<file path="config.mk">
export PLATFORM = sky130hd
export DESIGN_NAME = gig_ethernet_pcs_pma_bs_reset_seq_flat
export DESIGN_NICKNAME = d
export VERILOG_FILES = /design/src/rtl/gig_ethernet_pcs_pma_bs_reset_seq_if.sv /design/src/rtl/gig_ethernet_pcs_pma_bs_reset_seq.sv /design/src/flat_wrapper.sv
export SDC_FILE = /design/constraint.sdc
export NUM_CORES = 1
export LEC_CHECK = 0
export ABC_AREA = 1
export BUFFER_PORTS_ARGS = -buffer_cell sky130_fd_sc_hd__buf_2
export CAP_MARGIN = 5
export CORE_ASPECT_RATIO = 0.6
export CORE_MARGIN = 10
export CORE_UTILIZATION = 30
export CTS_BUF_LIST = sky130_fd_sc_hd__clkbuf_4 sky130_fd_sc_hd__clkbuf_8
export DETAILED_ROUTE_END_ITERATION = 7
export PLACE_DENSITY = 0.63
export SLEW_MARGIN = 15
export SYNTH_ARGS = -nofsm -noshare
export SYNTH_HDL_FRONTEND = slang
export SYNTH_SLANG_ARGS = --single-unit
</file>
<file path="constraint.sdc">
create_clock -name clk -period 2.8 [get_ports clk]
set_input_delay 0.14 -clock clk [delete_from_list [all_inputs] [get_ports clk]]
set_output_delay 0.14 -clock clk [all_outputs]
set_load 0.01 [all_outputs]
</file>
<file path="src/rtl/gig_ethernet_pcs_pma_bs_reset_seq_if.sv">
// Control/status bundle between the bitslice reset sequencer (slave side) and its
// controlling fabric (master side).
interface gig_ethernet_pcs_pma_bs_reset_seq_if #(
    parameter int NUM_CH = 4
);
    logic              start_rst;
    logic [NUM_CH-1:0] ch_mask;
    logic              pll_locked;
    logic [NUM_CH-1:0] dly_rdy;
    logic [NUM_CH-1:0] vtc_rdy;
    logic              bsc_rst;
    logic              bs_rst;
    logic              rst_dly;
    logic              en_vtc;
    logic              logic_rst;
    logic              done;
    logic              timeout_err;
    logic [2:0]        state;
    logic [3:0]        retry_cnt;

    modport master (
        output start_rst, ch_mask, pll_locked, dly_rdy, vtc_rdy,
        input  bsc_rst, bs_rst, rst_dly, en_vtc, logic_rst, done,
        input  timeout_err, state, retry_cnt
    );

    modport slave (
        input  start_rst, ch_mask, pll_locked, dly_rdy, vtc_rdy,
        output bsc_rst, bs_rst, rst_dly, en_vtc, logic_rst, done,
        output timeout_err, state, retry_cnt
    );
endinterface

</file>
<file path="src/rtl/gig_ethernet_pcs_pma_bs_reset_seq.sv">
// Moore reset sequencer for the PCS/PMA bitslice nibbles: PLL lock, bitslice release,
// delay-ready and VTC-ready handshakes. Optional wait-state timeout: BS_RST_TIMEOUT_EN.
module gig_ethernet_pcs_pma_bs_reset_seq #(
    parameter int NUM_CH         = 4,
    parameter int RST_CYCLES     = 64,
    parameter int TIMEOUT_CYCLES = 65535
) (
    input  logic clk,
    input  logic reset_n,
    gig_ethernet_pcs_pma_bs_reset_seq_if.slave bus
);
    typedef enum logic [2:0] {
        S_RST       = 3'd0,
        S_WAIT_LOCK = 3'd1,
        S_REL_BS    = 3'd2,
        S_REL_BSC   = 3'd3,
        S_EN_VTC    = 3'd4,
        S_DONE      = 3'd5
    } state_t;

    localparam int CW = $clog2(RST_CYCLES);
    localparam logic [CW-1:0] DWELL_LAST = CW'(RST_CYCLES - 1);

    // Output bundle order: {bsc_rst, bs_rst, rst_dly, logic_rst, en_vtc, done}
    function automatic logic [5:0] outs_of(input state_t s);
        logic [5:0] o;
        case (s)
            S_RST, S_WAIT_LOCK: o = 6'b111100;
            S_REL_BS:           o = 6'b100100;
            S_REL_BSC:          o = 6'b000100;
            S_EN_VTC:           o = 6'b000110;
            S_DONE:             o = 6'b000011;
            default:            o = 6'b111100;
        endcase
        return o;
    endfunction

    state_t            state_r;
    state_t            state_n_s;
    logic [CW-1:0]     dwell_r;
    logic [NUM_CH-1:0] mask_r;
    logic [5:0]        outs_r;
    logic              dly_ok_s;
    logic              vtc_ok_s;
    logic              pll_drop_s;
    logic              tmo_hit_s;
    logic              tmo_evt_s;

`ifdef BS_RST_TIMEOUT_EN
    localparam int TW = $clog2(TIMEOUT_CYCLES + 1);
    localparam logic [TW-1:0] TMO_LAST = TW'(TIMEOUT_CYCLES - 1);
    logic [TW-1:0] tmo_r;
    logic          timeout_err_r;
    logic [3:0]    retry_r;

    assign tmo_hit_s = (tmo_r == TMO_LAST);
`else
    assign tmo_hit_s = 1'b0;
`endif

    // Ready checks ignore channels excluded by the latched mask
    always_comb begin
        dly_ok_s   = &(bus.dly_rdy | ~mask_r);
        vtc_ok_s   = &(vtc_ready_masked(bus.vtc_rdy, mask_r));
        pll_drop_s = !bus.pll_locked && (state_r inside {S_REL_BS, S_REL_BSC, S_EN_VTC, S_DONE});
    end

    function automatic logic [NUM_CH-1:0] vtc_ready_masked(input logic [NUM_CH-1:0] rdy,
                                                           input logic [NUM_CH-1:0] msk);
        return rdy | ~msk;
    endfunction

    // Next-state decision; soft reset outranks lock loss, which outranks ready/timeout
    always_comb begin
        state_n_s = state_r;
        tmo_evt_s = 1'b0;
        if (bus.start_rst) begin
            state_n_s = S_RST;
        end else if (pll_drop_s) begin
            state_n_s = S_RST;
        end else begin
            case (state_r)
                S_RST: begin
                    if (dwell_r == DWELL_LAST) state_n_s = S_WAIT_LOCK;
                    else                       state_n_s = S_RST;
                end
                S_WAIT_LOCK: begin
                    if (bus.pll_locked) begin
                        state_n_s = S_REL_BS;
                    end else if (tmo_hit_s) begin
                        state_n_s = S_RST;
                        tmo_evt_s = 1'b1;
                    end else begin
                        state_n_s = S_WAIT_LOCK;
                    end
                end
                S_REL_BS: begin
                    if (dwell_r == DWELL_LAST) state_n_s = S_REL_BSC;
                    else                       state_n_s = S_REL_BS;
                end
                S_REL_BSC: begin
                    if (dly_ok_s) begin
                        state_n_s = S_EN_VTC;
                    end else if (tmo_hit_s) begin
                        state_n_s = S_RST;
                        tmo_evt_s = 1'b1;
                    end else begin
                        state_n_s = S_REL_BSC;
                    end
                end
                S_EN_VTC: begin
                    if (vtc_ok_s) begin
                        state_n_s = S_DONE;
                    end else if (tmo_hit_s) begin
                        state_n_s = S_RST;
                        tmo_evt_s = 1'b1;
                    end else begin
                        state_n_s = S_EN_VTC;
                    end
                end
                S_DONE:  state_n_s = S_DONE;
                default: state_n_s = S_RST;
            endcase
        end
    end

    // State, counters, mask latch and outputs all load together so outputs track state
    always_ff @(posedge clk) begin
        if (!reset_n) begin
            state_r <= S_RST;
            dwell_r <= '0;
            mask_r  <= '1;
            outs_r  <= outs_of(S_RST);
`ifdef BS_RST_TIMEOUT_EN
            tmo_r         <= '0;
            timeout_err_r <= 1'b0;
            retry_r       <= 4'd0;
`endif
        end else begin
            state_r <= state_n_s;
            outs_r  <= outs_of(state_n_s);
            if (bus.start_rst || (state_n_s != state_r)) begin
                dwell_r <= '0;
            end else if (state_r inside {S_RST, S_REL_BS}) begin
                dwell_r <= dwell_r + {{(CW-1){1'b0}}, 1'b1};
            end else begin
                dwell_r <= '0;
            end
            if ((state_r == S_RST) && (state_n_s == S_WAIT_LOCK)) begin
                mask_r <= bus.ch_mask;
            end else begin
                mask_r <= mask_r;
            end
`ifdef BS_RST_TIMEOUT_EN
            if (bus.start_rst || (state_n_s != state_r)) begin
                tmo_r <= '0;
            end else if (state_r inside {S_WAIT_LOCK, S_REL_BSC, S_EN_VTC}) begin
                tmo_r <= tmo_r + {{(TW-1){1'b0}}, 1'b1};
            end else begin
                tmo_r <= '0;
            end
            timeout_err_r <= tmo_evt_s;
            if (tmo_evt_s && (retry_r != 4'd15)) begin
                retry_r <= retry_r + 4'd1;
            end else begin
                retry_r <= retry_r;
            end
`endif
        end
    end

    assign {bus.bsc_rst, bus.bs_rst, bus.rst_dly, bus.logic_rst, bus.en_vtc, bus.done} = outs_r;
    assign bus.state = state_r;

`ifdef BS_RST_TIMEOUT_EN
    assign bus.timeout_err = timeout_err_r;
    assign bus.retry_cnt   = retry_r;
`else
    assign bus.timeout_err = 1'b0;
    assign bus.retry_cnt   = 4'd0;
`endif
endmodule
</file>
<file path="src/flat_wrapper.sv">
// flat-port wrapper written by rule: the top's interface ports become plain ports
module gig_ethernet_pcs_pma_bs_reset_seq_flat 
#(
    parameter int NUM_CH         = 4,
    parameter int RST_CYCLES     = 64,
    parameter int TIMEOUT_CYCLES = 65535
)
  (clk, reset_n, bus_start_rst, bus_ch_mask, bus_pll_locked, bus_dly_rdy, bus_vtc_rdy, bus_bsc_rst, bus_bs_rst, bus_rst_dly, bus_en_vtc, bus_logic_rst, bus_done, bus_timeout_err, bus_state, bus_retry_cnt);
  gig_ethernet_pcs_pma_bs_reset_seq_if #(.NUM_CH(NUM_CH)) bus_i ();
  input  logic clk;
  input  logic reset_n;
  input wire logic [$bits(bus_i.start_rst)-1:0] bus_start_rst;
  input wire logic [$bits(bus_i.ch_mask)-1:0] bus_ch_mask;
  input wire logic [$bits(bus_i.pll_locked)-1:0] bus_pll_locked;
  input wire logic [$bits(bus_i.dly_rdy)-1:0] bus_dly_rdy;
  input wire logic [$bits(bus_i.vtc_rdy)-1:0] bus_vtc_rdy;
  output wire logic [$bits(bus_i.bsc_rst)-1:0] bus_bsc_rst;
  output wire logic [$bits(bus_i.bs_rst)-1:0] bus_bs_rst;
  output wire logic [$bits(bus_i.rst_dly)-1:0] bus_rst_dly;
  output wire logic [$bits(bus_i.en_vtc)-1:0] bus_en_vtc;
  output wire logic [$bits(bus_i.logic_rst)-1:0] bus_logic_rst;
  output wire logic [$bits(bus_i.done)-1:0] bus_done;
  output wire logic [$bits(bus_i.timeout_err)-1:0] bus_timeout_err;
  output wire logic [$bits(bus_i.state)-1:0] bus_state;
  output wire logic [$bits(bus_i.retry_cnt)-1:0] bus_retry_cnt;
  assign bus_i.start_rst = bus_start_rst;
  assign bus_i.ch_mask = bus_ch_mask;
  assign bus_i.pll_locked = bus_pll_locked;
  assign bus_i.dly_rdy = bus_dly_rdy;
  assign bus_i.vtc_rdy = bus_vtc_rdy;
  assign bus_bsc_rst = bus_i.bsc_rst;
  assign bus_bs_rst = bus_i.bs_rst;
  assign bus_rst_dly = bus_i.rst_dly;
  assign bus_en_vtc = bus_i.en_vtc;
  assign bus_logic_rst = bus_i.logic_rst;
  assign bus_done = bus_i.done;
  assign bus_timeout_err = bus_i.timeout_err;
  assign bus_state = bus_i.state;
  assign bus_retry_cnt = bus_i.retry_cnt;
  gig_ethernet_pcs_pma_bs_reset_seq #(.NUM_CH(NUM_CH), .RST_CYCLES(RST_CYCLES), .TIMEOUT_CYCLES(TIMEOUT_CYCLES)) u_core (.clk(clk), .reset_n(reset_n), .bus(bus_i));
endmodule
</file>
==> results of run 1 <==
==> cells by family (layout without fill, tap and decap cells) <==
| family | count (synthesis) | after routing | share of synthesized area, % |
|---|---|---|---|
| other cells | 1 | 5 | 0.379 |
| compound gates | 8 | 8 | 5.06 |
| flops | 18 | 18 | 36.4 |
| xor+xnor | 4 | 4 | 3.54 |
| simple gates | 72 | 72 | 37.2 |
| fa+ha+maj | 3 | 3 | 3.79 |
| buf+inv | 30 | 52 | 13.7 |
==> per-layer routing <==
layer  part of all wire, %  vias up
li1                      -      450
met1                    52      337
met2                    36       29
met3                   9.4        4
met4                   2.1        0
met5                     0        -
==> where the power goes <==
group / switching [W] / internal (W) / leakage [nW]
clock network: 0.0000911 / 0.000125 / 0.0288
logic: 0.0000203 / 0.0000143 / 0.431
registers: 0.00000114 / 0.000257 / 0.146
==> cell usage after synthesis (all sizes together) <==
master | n | area [um2]
nand3 | 11 | 60.1
nand3b | 1 | 7.51
xor2 | 1 | 8.76
nand2 | 33 | 134
a21oi | 2 | 13.8
nor2 | 24 | 144
inv | 24 | 90.1
or2 | 1 | 6.26
dfxtp | 18 | 360
ha | 3 | 37.5
nand4 | 1 | 6.26
o21bai | 1 | 7.51
buf | 6 | 45.0
nor3 | 1 | 10.0
xnor2 | 3 | 26.3
o21ai | 5 | 28.8
conb | 1 | 3.75
==> cell type report <==
| type | instances | area [um2] | area share, % |
|---|---|---|---|
| well taps | 45 | 56.3 | 4.73 |
| repair buffers | 24 | 120 | 10.1 |
| flip-flops and latches | 18 | 360 | 30.3 |
| inverters | 24 | 90.1 | 7.56 |
| multi-input cells | 92 | 509 | 42.8 |
| clock buffers | 4 | 55.1 | 4.62 |
==> placed cells by master, fill, tap and decap left out <==
cell type / count
a21oi_1: 1
a21oi_2: 1
buf_2: 24
clkbuf_8: 4
conb_1: 5
dfxtp_1: 18
ha_1: 3
inv_1: 19
inv_2: 5
nand2_1: 31
nand2_2: 1
nand2_4: 1
nand3_1: 10
nand3_2: 1
nand3b_1: 1
nand4_1: 1
nor2_1: 12
nor2_2: 9
nor2_4: 2
nor2_8: 1
nor3_2: 1
o21ai_0: 1
o21ai_1: 3
o21ai_2: 1
o21bai_1: 1
or2_2: 1
xnor2_1: 3
xor2_1: 1
==> state kept, by name, indices dropped and copies added (netlist names) <==
| register | cells |
|---|---|
| u_core.bus.state | 3 |
| u_core.mask_r | 4 |
| u_core.dwell_r | 6 |
| u_core.outs_r | 5 |
==> worst paths after layout <==
path / slack (ps) / endpoint / start
max: 900 / u_core.outs_r[2] / u_core.bus.state[2]
min: 80 / u_core.mask_r[3] / bus_ch_mask[3]
max reg2reg: 900 / u_core.outs_r[2] / u_core.bus.state[2]
min reg2reg: 460 / u_core.dwell_r[0] / u_core.dwell_r[0]
==> metrics by stage <==
step | instances | power (W) | hold slack, ps
detailed placement | 203 | 0.000299 | 343
CTS | 207 | 0.000515 | 74.7
global route | 207 | 0.000526 | 78.9
global placement | 203 | 0.000299 | 340
floorplan | 140 | 0.000289 | 224
finish | 207 | 0.000509 | 78.1
==> worst max-delay path: cells and delay by family (launching register included) <==
family | cells | cell delay [ps]
and+or+nand+nor | 6 | 840
DFF | 1 | 460
adders and majority gates | 1 | 270
AOI/OAI and AO/OA | 2 | 170
buffers and inverters | 1 | 60
==> results.txt, run 1 <==
outcome: finished, final reports clean
# diodes: 0
power per cell area: 428 nW/um2
Setup WS pre-CTS: 904 ps
Synth Instances: 136
post-DR vias/cell: 3.96
Site Rows: 16
CTS clk-pin slew, worst paths: 70 ps
DRT Pass-1 Iters: 4
required time of the critical path: 2950 ps
PortBufs: 24
Setup crit start kind: register
largest net degree at the start of global routing: 11
met3 GRT Util: 3.22%
Die Ht: 64.5 um
critical path's most frequent cell: nor2_1
synthesis warning total: 0
Die Footprint: 6070 um2
Max Cap Viol: 0
WL/cell: 10.3 um
WL final: 2.14 mm
worst reg2reg path depth: 10
clock insertion delay at the later pin of the skew report: 260 ps
max incr delay on CP: 460 ps
vias in the first global route: 734
Max Freq: 0.526 GHz
met1 global-route usage: 9.85%
CTS tree: done
Worst VDD drop: 0.000183 V
clk buf depth: 2
Finished Core Util: 37.2%
Setup violations, final: 0
GR Layer Usage met2: 8.70%
CP Max Fanout: 6
Final Max Tran Viols: 0
Setup Fix Bufs, Post-CTS: 0
worst hold path class: in -> reg
share of cells above drive strength 1: 32.1%
initial antenna violation count: 0
Critical-path top delay cell: dfxtp_1
io pins: 30
RSZ-0062 raised after global routing: no
Seq/Total Area, Yosys: 36.4%
Detail Route Antenna Nets: 0
critical path class: reg -> reg
Root Buffer: clkbuf_8
H-tree level count: 1
via count: 820
Seq cells post-synth: 18
WHS Path Cells: 3
Nets: 182
HPWL Detailed: 1.74 mm
CP arrival: 2050 ps
hold buffers post-CTS: 0
area grow syn2layout: 20.4%
crit end category: register
clk_skew: 1.36 ps
# DRC: 0
Setup TNS: 0 ps
Final min period: 1900 ps
Sink Count: 18
Routability Congestion: 0.861
period utilization: 68.0%
syn_area_per_cell: 7.28 um2
CP Cell Sequence: inv_2 -> nor2_1 -> nor2_2 -> nor2_4 -> nor2_8 -> o21ai_2 -> ha_1 -> or2_2 -> nor2_1 -> o21ai_1
gr busiest metal: met1
die width: 94.2 um
Mapped Area: 990 um2
GR Util All Layers: 7.06%
Remaining Overflow, GRT: 0
initial core utilization: 30.9%
Post-DP Area: 1140 um2
FILL cells: 351
first-pass GRT wire length: 3.49 mm
Iteration-0 DRC Markers: 60
CTS Buf Count: 3
final setup margin: 897 ps
core area: 3200 um2
Finished Cell Area: 1190 um2
Hold Vio Cnt, Final: 0
post-CTS sizing: 0
Yosys cell types: 27
P_leak: 0.606 nW
No activity file was read; power rests on OpenSTA's default activity.
==> run 2: changes to the inputs <==
PLACE_DENSITY = 0.65   (was 0.63)
clock period = 1.7 ns   (was 2.8 ns; I/O delays follow)
==> results.txt, run 2 (same netlist as run 1, synthesis figures left out) <==
Largest Register: u_core.dwell_r
H-tree level count: 1
via count: 872
required time of the critical path: 1850 ps
initial core utilization: 30.9%
Hold Vio Cnt, Final: 0
Sink Count: 18
most common cell after layout, fill and taps aside: nand2_1
initial antenna violation count: 0
most frequent cells in the layout: 30 x nand2_1, 24 x buf_2, 19 x inv_1
Detail Route Antenna Nets: 0
FF-to-FF Start: u_core.bus.state[2]
placed instance count: 208
power per cell area: 630 nW/um2
largest net degree at the start of global routing: 11
Iteration-0 DRC Markers: 29
Final Max Tran Viols: 0
Root Buffer: clkbuf_8
CTS tree: done
max FFs per register: 6
HPWL Detailed: 1.81 mm
worst hold path class: in -> reg
critical path class: reg -> reg
crit end category: register
period utilization: 98.0%
clk buf depth: 2
Final min period: 1670 ps
PortBufs: 24
clock insertion delay at the later pin of the skew report: 250 ps
Site Rows: 16
Hold Startpoint: bus_ch_mask[2]
CTS Buf Count: 3
vias in the first global route: 813
Setup crit start kind: register
P_leak: 0.652 nW
final std cells w/o fill: 214
WL/cell: 10.8 um
GR Util All Layers: 7.63%
critical path startpoint: u_core.bus.state[2]
RSZ-0062 raised after global routing: yes
Post-DP Area: 1200 um2
first-pass GRT wire length: 3.78 mm
DRT Pass-1 Iters: 4
Max Freq: 0.600 GHz
CP arrival: 1820 ps
CTS clk-pin slew, worst paths: 70 ps
area grow syn2layout: 35.1%
# diodes: 0
Setup violations, final: 0
Die Ht: 64.5 um
Worst VDD drop: 0.000170 V
# DRC: 0
Finished Cell Area: 1340 um2
WL final: 2.31 mm
Die Footprint: 6070 um2
post-DR vias/cell: 4.07
core area: 3200 um2
Routability Congestion: 0.901
biggest regs: u_core.dwell_r x6, u_core.outs_r x5, u_core.mask_r x4
FILL cells: 341
CP Max Fanout: 5
Setup TNS: 0 ps
io pins: 30
outcome: finished, final reports clean
clk_skew: 1.09 ps
final setup margin: 33.3 ps
Remaining Overflow, GRT: 0
Nets: 189
share of cells above drive strength 1: 42.0%
die width: 94.2 um
Setup WS pre-CTS: -26.2 ps
Max Cap Viol: 0
## run 2: cell types whose count changed in the layout (fill, tap and decap cells not counted), sizes merged
cell	change
buf	+7
## run 2: where the power goes
part	switching [W]	internal, W	total [W]
clock	0.000148	0.000206	0.000354
combinational	0.0000397	0.0000270	0.0000667
sequential	0.00000123	0.000421	0.000422
total	0.000189	0.000653	0.000842
## run 2: metrics by stage
stage	hold WS, ps	total power, W	util (%)
3_3_place_gp	289	0.000494	37.4
2_1_floorplan	169	0.000472	-
5_1_grt	30.0	0.000882	41.8
3_5_place_dp	291	0.000494	37.4
4_1_cts	20.1	0.000855	39.7
6_report	26.8	0.000842	41.8
## run 2: per-layer routing
metal | part of all wire, % | track usage, % | vias to the layer above
met3 | 11 | 3.22 | 0
met2 | 41 | 10.3 | 32
met4 | 0 | 3.40 | 0
met1 | 48 | 10.2 | 371
li1 | - | - | 469
met5 | 0 | 0 | -
## run 2: area by class of cell
cell class              instances  area, um2  share of cell area [%]
multi-input cells              92        589                    44.1
well taps                      45       56.3                    4.21
repair buffers                 31        173                    12.9
clock buffers                   4       55.1                    4.12
inverters                      24       95.1                    7.11
flip-flops and latches         18        369                    27.6
## run 2: worst paths after layout
check | end | slack (ps) | cells after the start
max reg2reg | u_core.outs_r[2] | 30 | 11
min | u_core.mask_r[2] | 30 | 3
max | u_core.outs_r[2] | 30 | 11
min reg2reg | u_core.mask_r[2] | 500 | 2
## run 2: timing repair
item	in CTS	in global routing
pin swaps	1	8
setup buffers	0	2
resized for setup	5	10
hold buffers	0	0
setup endpoints to repair	2	12
endpoints found under the hold margin	0	0
gates cloned	0	0
## run 2: worst max-delay path, stage by stage (launching register included)
cell     delay, ps
dfxtp_4        370
inv_4           70
nor2_4          40
nor2_4         110
nor2_4          60
nor2_8         130
inv_2           50
nor2_4         130
ha_4           200
or2_4          230
nor2_1         100
o21ai_1         60
==> run 3: changes to the inputs <==
ABC_AREA = default   (was 1)
PLACE_DENSITY = 0.66   (was 0.65)
REMOVE_ABC_BUFFERS = 1   (was default)
SLEW_MARGIN = default   (was 15)
==> results.txt, run 3 <==
crit end category: register
CTS tree: done
Sink Count: 18
Routability Congestion: 0.868
Mapped Area: 913 um2
required time of the critical path: 1850 ps
worst hold path class: in -> reg
initial core utilization: 31.6%
Synth Instances: 105
power per cell area: 646 nW/um2
clock share of power: 41.4%
final std cells w/o fill: 188
clk buf depth: 2
Iteration-0 DRC Markers: 41
cell taking the most area after synthesis: dfxtp_1
most common cell after layout, fill and taps aside: buf_2
P_leak: 0.608 nW
CTS clk-pin slew, worst paths: 70 ps
die width: 91.2 um
top cells by count, synth: 18 x dfxtp_1, 12 x nor2_1, 7 x nand3_1, 7 x nor2b_1, 6 x buf_4
Seq pwr share: 50.4%
# DRC: 0
period utilization: 103%
CP arrival: 1900 ps
ranking of synthesized cells by area: dfxtp_1 39%, buf_4 4.9%, nor2_1 4.9%
top-area cell type share of the netlist area: 39.5%
post-DR vias/cell: 4.44
Hold Vio Cnt, Final: 0
Site Rows: 15
Main synth FF type: dfxtp_1
count leader, synth: dfxtp_1
HPWL Detailed: 1.83 mm
worst path bufs/invs: 0
share of cells above drive strength 1: 43.8%
io pins: 30
Worst VDD drop: 0.000184 V
Final Max Tran Viols: 0
Die Footprint: 5720 um2
Design Power: 0.000844 W
# diodes: 0
most frequent cells in the layout: 24 x buf_2, 17 x buf_4, 13 x dfxtp_1
first-pass GRT wire length: 3.87 mm
H-tree level count: 1
CP Max Fanout: 3
final setup margin: -44.8 ps
DRT Pass-1 Iters: 4
failing checks: negative setup slack
Remaining Overflow, GRT: 0
ys async rst share: 0%
Setup violations, final: 1
max incr delay on CP: 370 ps
max FFs per register: 6
Yosys cell types: 31
combinational share of power: 8.2%
switching share of power: 21.9%
Max Cap Viol: 0
core area: 2890 um2
clock insertion delay at the later pin of the skew report: 260 ps
WL final: 2.39 mm
number of synthesized flops with an enable pin: 0
FILL cells: 290
Max Freq: 0.573 GHz
Final min period: 1740 ps
Die Ht: 62.7 um
CP Cell Sequence: nor2b_4 -> o41ai_4 -> o21ai_1 -> nand2_1 -> ha_1 -> nand2b_4 -> a31o_1
CTS Buf Count: 3
Detail Route Antenna Nets: 0
syn_area_per_cell: 8.70 um2
RSZ-0062 raised after global routing: yes
placed instance count: 180
Int Power: 0.000659 W
synthesis warning total: 0
Psw: 0.000185 W
WL/cell: 12.7 um
biggest regs: u_core.dwell_r x6, u_core.outs_r x5, u_core.mask_r x4
CP delay by family, top: compound AO/OA/AOI/OAI gates
Seq/Total Area, Yosys: 39.5%
Root Buffer: clkbuf_8
critical path class: reg -> reg
initial antenna violation count: 0
Critical-path top delay cell: o41ai_4
area grow syn2layout: 43.0%
clk_skew: 1.49 ps
Nets: 166
Setup crit start kind: register
via count: 835
hold buffers post-CTS: 0
vias in the first global route: 870
largest net degree at the start of global routing: 11
PortBufs: 24
outcome: complete, but fails checks
Seq cells post-synth: 18
Largest Register: u_core.dwell_r
GR Util All Layers: 8.23%
run 3: cell count changes in the layout (fill, tap and decap cells not counted), sizes merged, moves of 5 or more:
cell | previous run | this run
nor2 | 24 | 12
buf | 31 | 41
inv | 24 | 6
nand2 | 33 | 5
nand2b | 0 | 5
nor2b | 0 | 7
run 3: stage by stage:
step / area (um2) / hold slack, ps / TNS, ps / setup WS, ps / util (%)
after global placement: 1140 / 374 / -16.9 / -16.9 / 39.4
after CTS: 1240 / 122 / -17.9 / -17.9 / 43.0
after detailed placement: 1140 / 369 / -78.9 / -55.9 / 39.4
after floorplan: 868 / 157 / -71.1 / -55.0 / -
final: 1310 / 121 / -44.8 / -44.8 / 45.2
after global routing: 1310 / 128 / -356 / -152 / 45.2
run 3: area by class of cell:
class                      count  area, um2  share of cell area, %
timing repair buffer          41        248                   19.0
tap                           42       52.6                   4.02
sequential                    18        367                   28.1
clock buffer                   4       55.1                   4.21
inverter                       6       22.5                   1.72
multi-input combinational     77        562                   43.0
run 3: per-layer routing:
metal | global-route usage (%) | share of wire [%] | up-vias | wire (um)
met4 | 4.09 | 1.7 | 0 | 40
met3 | 3.24 | 7.2 | 5 | 173
met5 | 0 | 0 | - | 0
li1 | - | - | 430 | -
met2 | 13.1 | 45 | 28 | 1070
met1 | 9.40 | 46 | 372 | 1110
run 3: power groups by stage:
stage / sequential (W) / clock [W] / combinational [W]
after floorplan: 0.000435 / 0 / 0.0000265
after global placement: 0.000435 / 0 / 0.0000548
after detailed placement: 0.000435 / 0 / 0.0000557
after CTS: 0.000425 / 0.000357 / 0.0000614
after global routing: 0.000425 / 0.000371 / 0.0000754
final: 0.000425 / 0.000349 / 0.0000691
run 3: final timing paths:
path	from	endpoint	slack, ps	cells after the start
setup / recovery	u_core.mask_r[0]	u_core.outs_r[5]	-40	7
hold / removal	reset_n	u_core.mask_r[0]	120	2
setup reg to reg	u_core.mask_r[0]	u_core.outs_r[5]	-40	7
hold reg to reg	u_core.dwell_r[0]	u_core.dwell_r[0]	450	1
run 3: kinds of logic (layout without fill, tap and decap cells):
logic type	count (synthesis)	after routing	share of synthesized area, %
flip-flops	18	18	39.5
adder cells (fa/ha/maj)	3	3	4.11
other	1	5	0.411
buffers and inverters	14	51	9.04
AND/OR/NAND/NOR	49	49	29.7
XOR/XNOR	5	5	4.80
AO/OA/AOI/OAI	15	15	12.5
run 3: what timing repair did:
action | CTS | global route
pin swaps | 3 | 6
resized for setup | 5 | 15
setup endpoints to repair | 4 | 7
buffers inserted | 3 | 1
